### src/rtl/fu_branch_issue_sched.sv
// fu_branch_issue_sched
//   Reservation station and issue scheduler for the single branch FU.
//   It holds up to DEPTH dispatched BNE/JALR ops and tracks whether their
//   sources are ready, using CDB wakeups. Each cycle it issues the oldest
//   ready op (by ROB age) to the FU. On a mispredict it squashes every
//   buffered or in-flight op that is younger than the mispredicting branch.
//
// Ports
//   clk, reset          rising-edge clock; asynchronous active-low reset
//   disp_valid/_ready   dispatch handshake (see below)
//   disp_data           op payload (rs_data)
//   disp_ps1/2_rdy      source already valid in the PRF at dispatch
//   cdb_valid/cdb_tag   result tag broadcast (wakeup)
//   rob_head            oldest ROB index; reference point for age
//   fu_ready            branch FU can accept an op this cycle
//   mispredict/_tag     branch resolved mispredicted; its ROB index
//   issued/issue_data   registered issue to the FU
//   occupancy           number of valid entries
//
// Handshake: an op transfers at a rising edge when disp_valid & disp_ready
//   and no mispredict is present. disp_ready depends only on registered
//   occupancy, so a slot freed by an issue at the same edge is not reused
//   until the next cycle.
//
// Configuration macro: FU_BRANCH_SCHED_WAKEUP_BYPASS_EN
//   If defined, a CDB hit makes an entry eligible at the same edge.
//   If undefined (the default), only registered ready bits are used.

package fu_branch_issue_sched_pkg;
   localparam int RS_ROB_W  = 5;
   localparam int RS_PREG_W = 7;
   localparam logic [6:0] OP_JALR = 7'b1100111;

   typedef struct packed {
      logic [6:0]           opcode;
      logic [2:0]           func3;
      logic [31:0]          pc;
      logic [31:0]          imm;
      logic [RS_PREG_W-1:0] pd;
      logic [RS_PREG_W-1:0] ps1;
      logic [RS_PREG_W-1:0] ps2;
      logic [RS_ROB_W-1:0]  rob_index;
   } rs_data;
endpackage

module fu_branch_issue_sched #(
   parameter int DEPTH  = 4,
   // The payload struct fixes these widths; keep them equal to the package values.
   parameter int ROB_W  = fu_branch_issue_sched_pkg::RS_ROB_W,
   parameter int PREG_W = fu_branch_issue_sched_pkg::RS_PREG_W
) (
   input  logic                               clk,
   input  logic                               reset,
   input  logic                               disp_valid,
   input  fu_branch_issue_sched_pkg::rs_data  disp_data,
   input  logic                               disp_ps1_rdy,
   input  logic                               disp_ps2_rdy,
   output logic                               disp_ready,
   input  logic                               cdb_valid,
   input  logic [PREG_W-1:0]                  cdb_tag,
   input  logic [ROB_W-1:0]                   rob_head,
   input  logic                               fu_ready,
   input  logic                               mispredict,
   input  logic [ROB_W-1:0]                   mispredict_tag,
   output logic                               issued,
   output fu_branch_issue_sched_pkg::rs_data  issue_data,
   output logic [$clog2(DEPTH+1)-1:0]         occupancy
);
   localparam int IDX_W = $clog2(DEPTH);
   localparam int OCC_W = $clog2(DEPTH+1);

   logic [DEPTH-1:0]                  valid_q, rdy1_q, rdy2_q;
   fu_branch_issue_sched_pkg::rs_data data_q [DEPTH];
   logic                              issued_q;
   fu_branch_issue_sched_pkg::rs_data issue_q;

   logic [ROB_W-1:0] age_e [DEPTH];
   logic [ROB_W-1:0] mp_age, issue_age;
   logic [DEPTH-1:0] hit1, hit2, elig, squash;
   logic             sel_found, free_found;
   logic [IDX_W-1:0] sel_idx, free_idx;
   logic [ROB_W-1:0] sel_age;
   logic             do_issue, do_disp;
   logic             disp_hit1, disp_hit2, disp_jalr;

   // Ages are differences from rob_head, so they wrap mod 2**ROB_W.
   assign mp_age    = mispredict_tag - rob_head;
   assign issue_age = issue_q.rob_index - rob_head;

   always_comb begin
      occupancy = '0;
      for (int i = 0; i < DEPTH; i++) begin
         occupancy = occupancy + OCC_W'(valid_q[i]);
      end
   end

   assign disp_ready = (occupancy < OCC_W'(DEPTH));

   always_comb begin
      for (int i = 0; i < DEPTH; i++) begin
         age_e[i]  = data_q[i].rob_index - rob_head;
         hit1[i]   = cdb_valid && (data_q[i].ps1 == cdb_tag);
         hit2[i]   = cdb_valid && (data_q[i].ps2 == cdb_tag);
`ifdef FU_BRANCH_SCHED_WAKEUP_BYPASS_EN
         elig[i]   = valid_q[i] && (rdy1_q[i] || hit1[i]) && (rdy2_q[i] || hit2[i]);
`else
         elig[i]   = valid_q[i] && rdy1_q[i] && rdy2_q[i];
`endif
         squash[i] = mispredict && valid_q[i] && (age_e[i] > mp_age);
      end
   end

   // Oldest eligible entry. ROB indices in flight are unique, so ages never tie.
   always_comb begin
      sel_found = 1'b0;
      sel_idx   = '0;
      sel_age   = '0;
      for (int i = 0; i < DEPTH; i++) begin
         if (elig[i] && (!sel_found || age_e[i] < sel_age)) begin
            sel_found = 1'b1;
            sel_idx   = IDX_W'(i);
            sel_age   = age_e[i];
         end
      end
   end

   // Lowest-index free slot.
   always_comb begin
      free_found = 1'b0;
      free_idx   = '0;
      for (int i = 0; i < DEPTH; i++) begin
         if (!valid_q[i] && !free_found) begin
            free_found = 1'b1;
            free_idx   = IDX_W'(i);
         end
      end
   end

   // A mispredict blocks both issue and dispatch. The dispatched op is
   // younger than the branch by construction, so dropping it is correct.
   assign do_issue  = !mispredict && fu_ready && sel_found;
   assign do_disp   = !mispredict && disp_valid && disp_ready && free_found;
   assign disp_hit1 = cdb_valid && (disp_data.ps1 == cdb_tag);
   assign disp_hit2 = cdb_valid && (disp_data.ps2 == cdb_tag);
   assign disp_jalr = (disp_data.opcode == fu_branch_issue_sched_pkg::OP_JALR);

   // An op already on its way to the FU is killed combinationally if it is
   // younger than the branch that is mispredicting now.
   assign issued     = issued_q && !(mispredict && (issue_age > mp_age));
   assign issue_data = issue_q;

   always_ff @(posedge clk or negedge reset) begin
      if (!reset) begin
         valid_q  <= '0;
         rdy1_q   <= '0;
         rdy2_q   <= '0;
         issued_q <= 1'b0;
         issue_q  <= '0;
         for (int i = 0; i < DEPTH; i++) begin
            data_q[i] <= '0;
         end
      end else begin
         issued_q <= do_issue;
         if (do_issue) begin
            issue_q <= data_q[sel_idx];
         end
         for (int i = 0; i < DEPTH; i++) begin
            if (hit1[i]) rdy1_q[i] <= 1'b1;
            if (hit2[i]) rdy2_q[i] <= 1'b1;
            if (squash[i] || (do_issue && sel_idx == IDX_W'(i))) begin
               valid_q[i] <= 1'b0;
            end
         end
         // The free slot is never issued or squashed, so this write wins cleanly.
         if (do_disp) begin
            valid_q[free_idx] <= 1'b1;
            data_q[free_idx]  <= disp_data;
            rdy1_q[free_idx]  <= disp_ps1_rdy || disp_hit1;
            rdy2_q[free_idx]  <= disp_ps2_rdy || disp_hit2 || disp_jalr;
         end
      end
   end
endmodule

### config.mk
export PLATFORM = sky130hd
export DESIGN_NAME = fu_branch_issue_sched
export DESIGN_NICKNAME = d
export VERILOG_FILES = /design/src/rtl/fu_branch_issue_sched.sv
export SDC_FILE = /design/constraint.sdc
export NUM_CORES = 1
export LEC_CHECK = 0
export CAP_MARGIN = 20
export CORE_MARGIN = 2
export CORE_UTILIZATION = 35
export CTS_BUF_LIST = sky130_fd_sc_hd__clkbuf_4 sky130_fd_sc_hd__clkbuf_8
export DETAILED_ROUTE_END_ITERATION = 12
export GPL_TIMING_DRIVEN = 0
export PLACE_DENSITY_LB_ADDON = 0.25
export SLEW_MARGIN = 30
export SYNTH_ARGS = -nofsm -noshare
export SYNTH_HDL_FRONTEND = slang
export SYNTH_SLANG_ARGS = --single-unit
### constraint.sdc
create_clock -name clk -period 13.51 [get_ports clk]
set_clock_uncertainty 0.15 [all_clocks]
set_input_delay 2.702 -clock clk [delete_from_list [all_inputs] [get_ports clk]]
set_output_delay 2.702 -clock clk [all_outputs]
set_load 0.01 [all_outputs]
# Word-level counts from Yosys, hierarchy flattened
# Cells that the tools add are included.
# word_totals
reg_bits,513
out_inout_bits,105
wordCells,192
# op_classes
n_eq_ne,14
n_bitwise,3
mux,42
reduce_logical,66
n_lt_le_gt_ge,14
add_sub_neg,9
# ops
operator,n
$bwmux 400,1
$mux 100,3
$bmux 100 s2,1
$demux 100 s2,1
$eq 7x7->1,10
$logic_and 1x1->1,45
$sub 5x5->5,6
$gt 5x5->1,5
$mux 1,23
$lt 5x5->1,3
$mux 5,3
$mux 4,3
$logic_not 1->1,10
$logic_or 1x1->1,10
$bwmux 4,2
$mux 2,4
$eq 7x7->1 const B,1
$ge 3x3->1 const B,2
$not 2->3,2
$eq 2x2->1 const B,2
$or 4x4->4,1
$add 2x1->3,1
$add 3x1->3,1
$lt 2x3->1 const B,1
7 further kinds,7

# Longest topological paths before layout
# logic_depth
depth_word,21
mapped_depth,34

# Worst setup path after synthesis
# No wires, ideal clock.
# synth_timing
kind,input to register
start,input port rob_head[1]
end,"register issue_q, in the netlist issue_data[10]"
cell_stages,31
arrival_ns,8.260
slack_ns,4.965
n_path_buf,5
setup_ns,0.135
path_cell_list,inv_1 -> fa_1 -> a21o_1 -> a21oi_1 -> xnor2_1 -> nand2_1 -> ha_1 -> and4_1 -> a31oi_1 -> o21a_1 -> clkbuf_1 -> nor2_1 -> a21oi_1 -> ha_1 -> a211o_1 -> a21oi_1 -> o21ai_1 -> a41oi_2 -> buf_6 -> buf_2 -> nand2_1 -> o21a_1 -> ha_1 -> nand2_1 -> o21a_1 -> a21oi_1 -> nor2_1 -> a41oi_2 -> clkbuf_1 -> buf_2 -> o221ai_2
# synth_between
elab_chain_cells,18
word_cells_on_any_way,29
# synth_rtl
item,line_no,text
"start, declared",61,"input logic [ROB_W-1:0] rob_head,"
$sub 5x5->5,101,age_e[i] = data_q[i].rob_index - rob_head;
$mux 5,119,if (elig[i] && (!sel_found || age_e[i] < sel_age)) begin
$lt 5x5->1,119,
$logic_or 1x1->1,119,
$logic_and 1x1->1,119,
$mux 5 or $mux 1 (tied branches),119,
$lt 5x5->1 or $logic_not 1->1 (tied branches),119,
$logic_or 1x1->1,119,
$logic_and 1x1->1,119,
$mux 5 or $mux 1 (tied branches),119,
$lt 5x5->1 or $logic_not 1->1 (tied branches),119,
$logic_or 1x1->1,119,
$logic_and 1x1->1,119,
$mux 2,119,
$not 2->3 (implied by the code),165,issue_q <= data_q[sel_idx];
$bmux 100 s2,165,
$mux 100 (implied by the code) (2 in series),165,
"end signal, assigned",165,
"end, declared",75,fu_branch_issue_sched_pkg::rs_data issue_q;
# Several ways; a longest one is shown, not always the timed one. The select of a mux whose other input is x is not followed.
# A chain may end at the register's enable or synchronous reset.

# Final worst setup path
# layout_timing
start,input port rob_head[0]
end,"register issue_q, in the netlist issue_data[0]"
# Same word-level chain as after synthesis.

==> results.md <==
- The run finished with clean final reports.
- At the end of routability-driven placement, the weighted congestion stood at 0.944.
- The area growth from synthesis to final layout is 20.7%.
- The cell leakage power is 12.8 nW.
- The clock slew seen by the registers of the worst setup and hold paths is 0.06 ns.
- The I/O pin count is 230.
- In this run the register-to-register setup slack is 5.48 ns.
- Gates resized during post-CTS repair numbered 0.
- The initial utilization of the core area, before any placement, comes to 35.2%.
- For this run, design rule violations remaining after detail routing come to 0.
- At the later pin of the worst-skew pair, clock insertion delay measures 0.69 ns.
- The most used flip-flop cell after synthesis is dfrtp_1.
- CTS saw 513 sinks.
- The CTS buffer count is 89.
- The remaining global-route overflow is 0.
- The initial antenna violation count was 1.
- Synthesis inferred 513 register bits.
- The global-route wire length before repair is 131000 um.
- The Yosys step of the flow raised 0 warnings.
- The worst-case setup slack after placement is 2.66 ns.
- The final HPWL from detailed placement is 60000 um.
- The routed design has 85500 um of wire.
- After filler insertion, the fill cell instance count of the layout stands at 7126.
- The largest net degree at the start of global routing is 90.
- The number of flops mapped to enable cells by yosys is 0.
- Setup repair after global routing left no endpoint under its margin.
- The floorplan step set the die height to 280 um.
- Leaving out fill and tap cells, the most frequent cell in the layout is dfrtp_1.
- Summing the sequential cell areas from Yosys gives 48.3% of the chip area.
- Buffers added to address setup during post-CTS repair amount to 0.
- The capturing element type of the critical path is a flop.
- The detailed-router iteration count before antenna repair is 5.
- The worst setup path is of the in2reg kind.
- The final critical-path required period is 10.28 ns.
- The largest stage delay on the critical path is 0.63 ns.
- The overall routing resource usage is 21.7%.
- The net total in the final layout is 2807.
- The achievable frequency is 97.3 MHz.
- The maximum count of clock buffers along a single path is 3.
- The number of global-route vias before repair is 21586.
- For the worst setup path, the data required time is 13.89 ns.
- Summing internal, switching and leakage power gives 7.40 mW.
- IR analysis of the VDD net gives a maximum drop of 0.0979 mV.
- The top cell types in the final layout, fill and taps aside, are dfrtp_1, mux2_2, nand2_1.
- The TritonCTS clock tree is built.
- The first routing iteration left 1401 violations.
- The routed via count divided by cell count is 5.70.
- The cell area after synthesis is 26600 um^2.
- The die outline area is 78200 um^2.
- Input and output buffers added on the ports amount to 219.
- For the worst setup path, the data arrival time is 10.66 ns.
- The total core area is 75600 um^2.
- The number of nets produced by synthesis is 2488.
- The synthesized area divided by synthesized cell count is 11.6 um^2.
- In this run the worst path has a maximum fanout of 10.
- The max-slew violation count is 0.
- The final critical-path setup slack is 3.23 ns.
- The worst setup path is launched from a primary input.
- The total of endpoints with negative setup slack in the final report is 0.
- The average detailed-routed wire length per instance is 23.4 um.
- The post-route antenna net violation count is 0.
- The total of hold buffers inserted after clock tree synthesis is 0.
- The number of instances in the synthesized netlist is 2291.
- The root cell of the clock tree is clkbuf_8.
- For the pin with the worst max-slew slack, the measured transition is 0.964 ns.
- The tool flagged a number of max-cap violations equal to 0.
- Of all flip-flops after synthesis, the portion carrying an async set or reset was 100%.
- The fraction of final layout cells with drive strength greater than 1 is 27.6%.
- The portion of the clock cycle consumed by the worst path in the final layout is 76.1%.
- The horizontal extent of the die is 280 um.
- The headroom to the max-slew limit is 35.8%.
- The final count of hold timing violations is 0.
- The power per cell area is 231 nW/um^2.
- The maximum level of the CTS H-tree is 3.
- The class of the most critical hold timing path is reg2reg.
- The count of different cell masters after synthesis is 50.
- After floorplanning, the core was divided into 101 placement rows.
- The cell with the largest stage delay on the worst path is clkdlybuf4s50_1.
- The routed layout has 20831 vias.
cells in the mapped netlist, drive strengths merged (31+ instances only):
library cell | count | area share, %
dfrtp | 513 | 48
mux2 | 398 | 17
o21ai | 222 | 4.2
nand2 | 221 | 3.1
clkbuf | 129 | 1.8
nand3 | 110 | 2.1
nand4 | 110 | 2.6
o2111ai | 101 | 3.3
o221ai | 101 | 5.7
ha | 65 | 3.1
buf | 57 | 1.6
xnor2 | 57 | 1.9
xor2 | 37 | 1.2
a21oi | 31 | 0.60
kinds of logic after synthesis:
logic type / Yosys count / share of synthesized area (%)
AO/OA/AOI/OAI: 496 / 15.1
XOR/XNOR: 94 / 3.10
adder cells (fa/ha/maj): 72 / 3.59
buffers and inverters: 210 / 3.73
flip-flops: 513 / 48.3
multiplexers: 404 / 17.1
AND/OR/NAND/NOR: 502 / 9.12
metrics by stage:
step	hold slack (ns)	cell area, um^2	instances	setup TNS [ns]	util (%)
3_3_place_gp	0.332	30000	3488	-6672.57	39.7
6_report	0.349	32100	3655	0	42.5
3_5_place_dp	0.339	30200	3497	0	40.0
5_1_grt	0.360	32100	3654	0	42.5
4_1_cts	0.353	32100	3653	0	42.5
2_1_floorplan	0.324	26600	2291	0	-
layout make-up:
type	instances	area (um^2)	share of cell area, %
sequential	513	12800	40.0
multi-input combinational	1568	12800	39.8
timing repair buffer	228	2400	7.48
clock buffer	149	1800	5.61
tap	978	1220	3.81
buffer	186	911	2.84
inverter	24	90.1	0.281
clock inverter	7	41.3	0.129
antenna	2	5.00	0.0156
flip-flops by register name, indices dropped and copies added, names as in the netlist:
signal,flops
data_q,400
issue_data,100
issued_q,1
rdy1_q,4
rdy2_q,4
valid_q,4
power by group:
| part | internal, mW | switching [mW] | total (mW) |
|---|---|---|---|
| clock network | 0.833 | 0.658 | 1.49 |
| logic | 1.46 | 1.57 | 3.04 |
| registers | 2.29 | 0.586 | 2.87 |
| total | 4.58 | 2.82 | 7.40 |
final timing paths:
check | startpoint | to | cells after the start
max in group asynchronous | reset | data_q[6] | 5
hold / removal | data_q[31] | data_q[31] | 1
hold reg to reg | data_q[31] | data_q[31] | 1
setup / recovery | rob_head[0] | issue_data[0] | 31
setup reg to reg | data_q[200] | issue_data[0] | 31
min in group asynchronous | reset | issue_data[77] | 1
layer usage:
metal  wire, um  share of wire (%)  GRT usage, %
met1      37400                 44          29.4
met2      40800                 48          35.4
met3       4530                5.3          2.91
met4       2700                3.2          8.34
met5          0                  0             0
critical path, delay by kind of cell:
family                     cells  cell delay, ns
buffers and inverters          7            2.65
adders and majority gates      5            1.54
and+or+nand+nor                5            0.73
xor gates and xnor gates       1            0.24
AOI/OAI and AO/OA             13            2.76
Note: power is estimated with default switching activity, not from simulation.
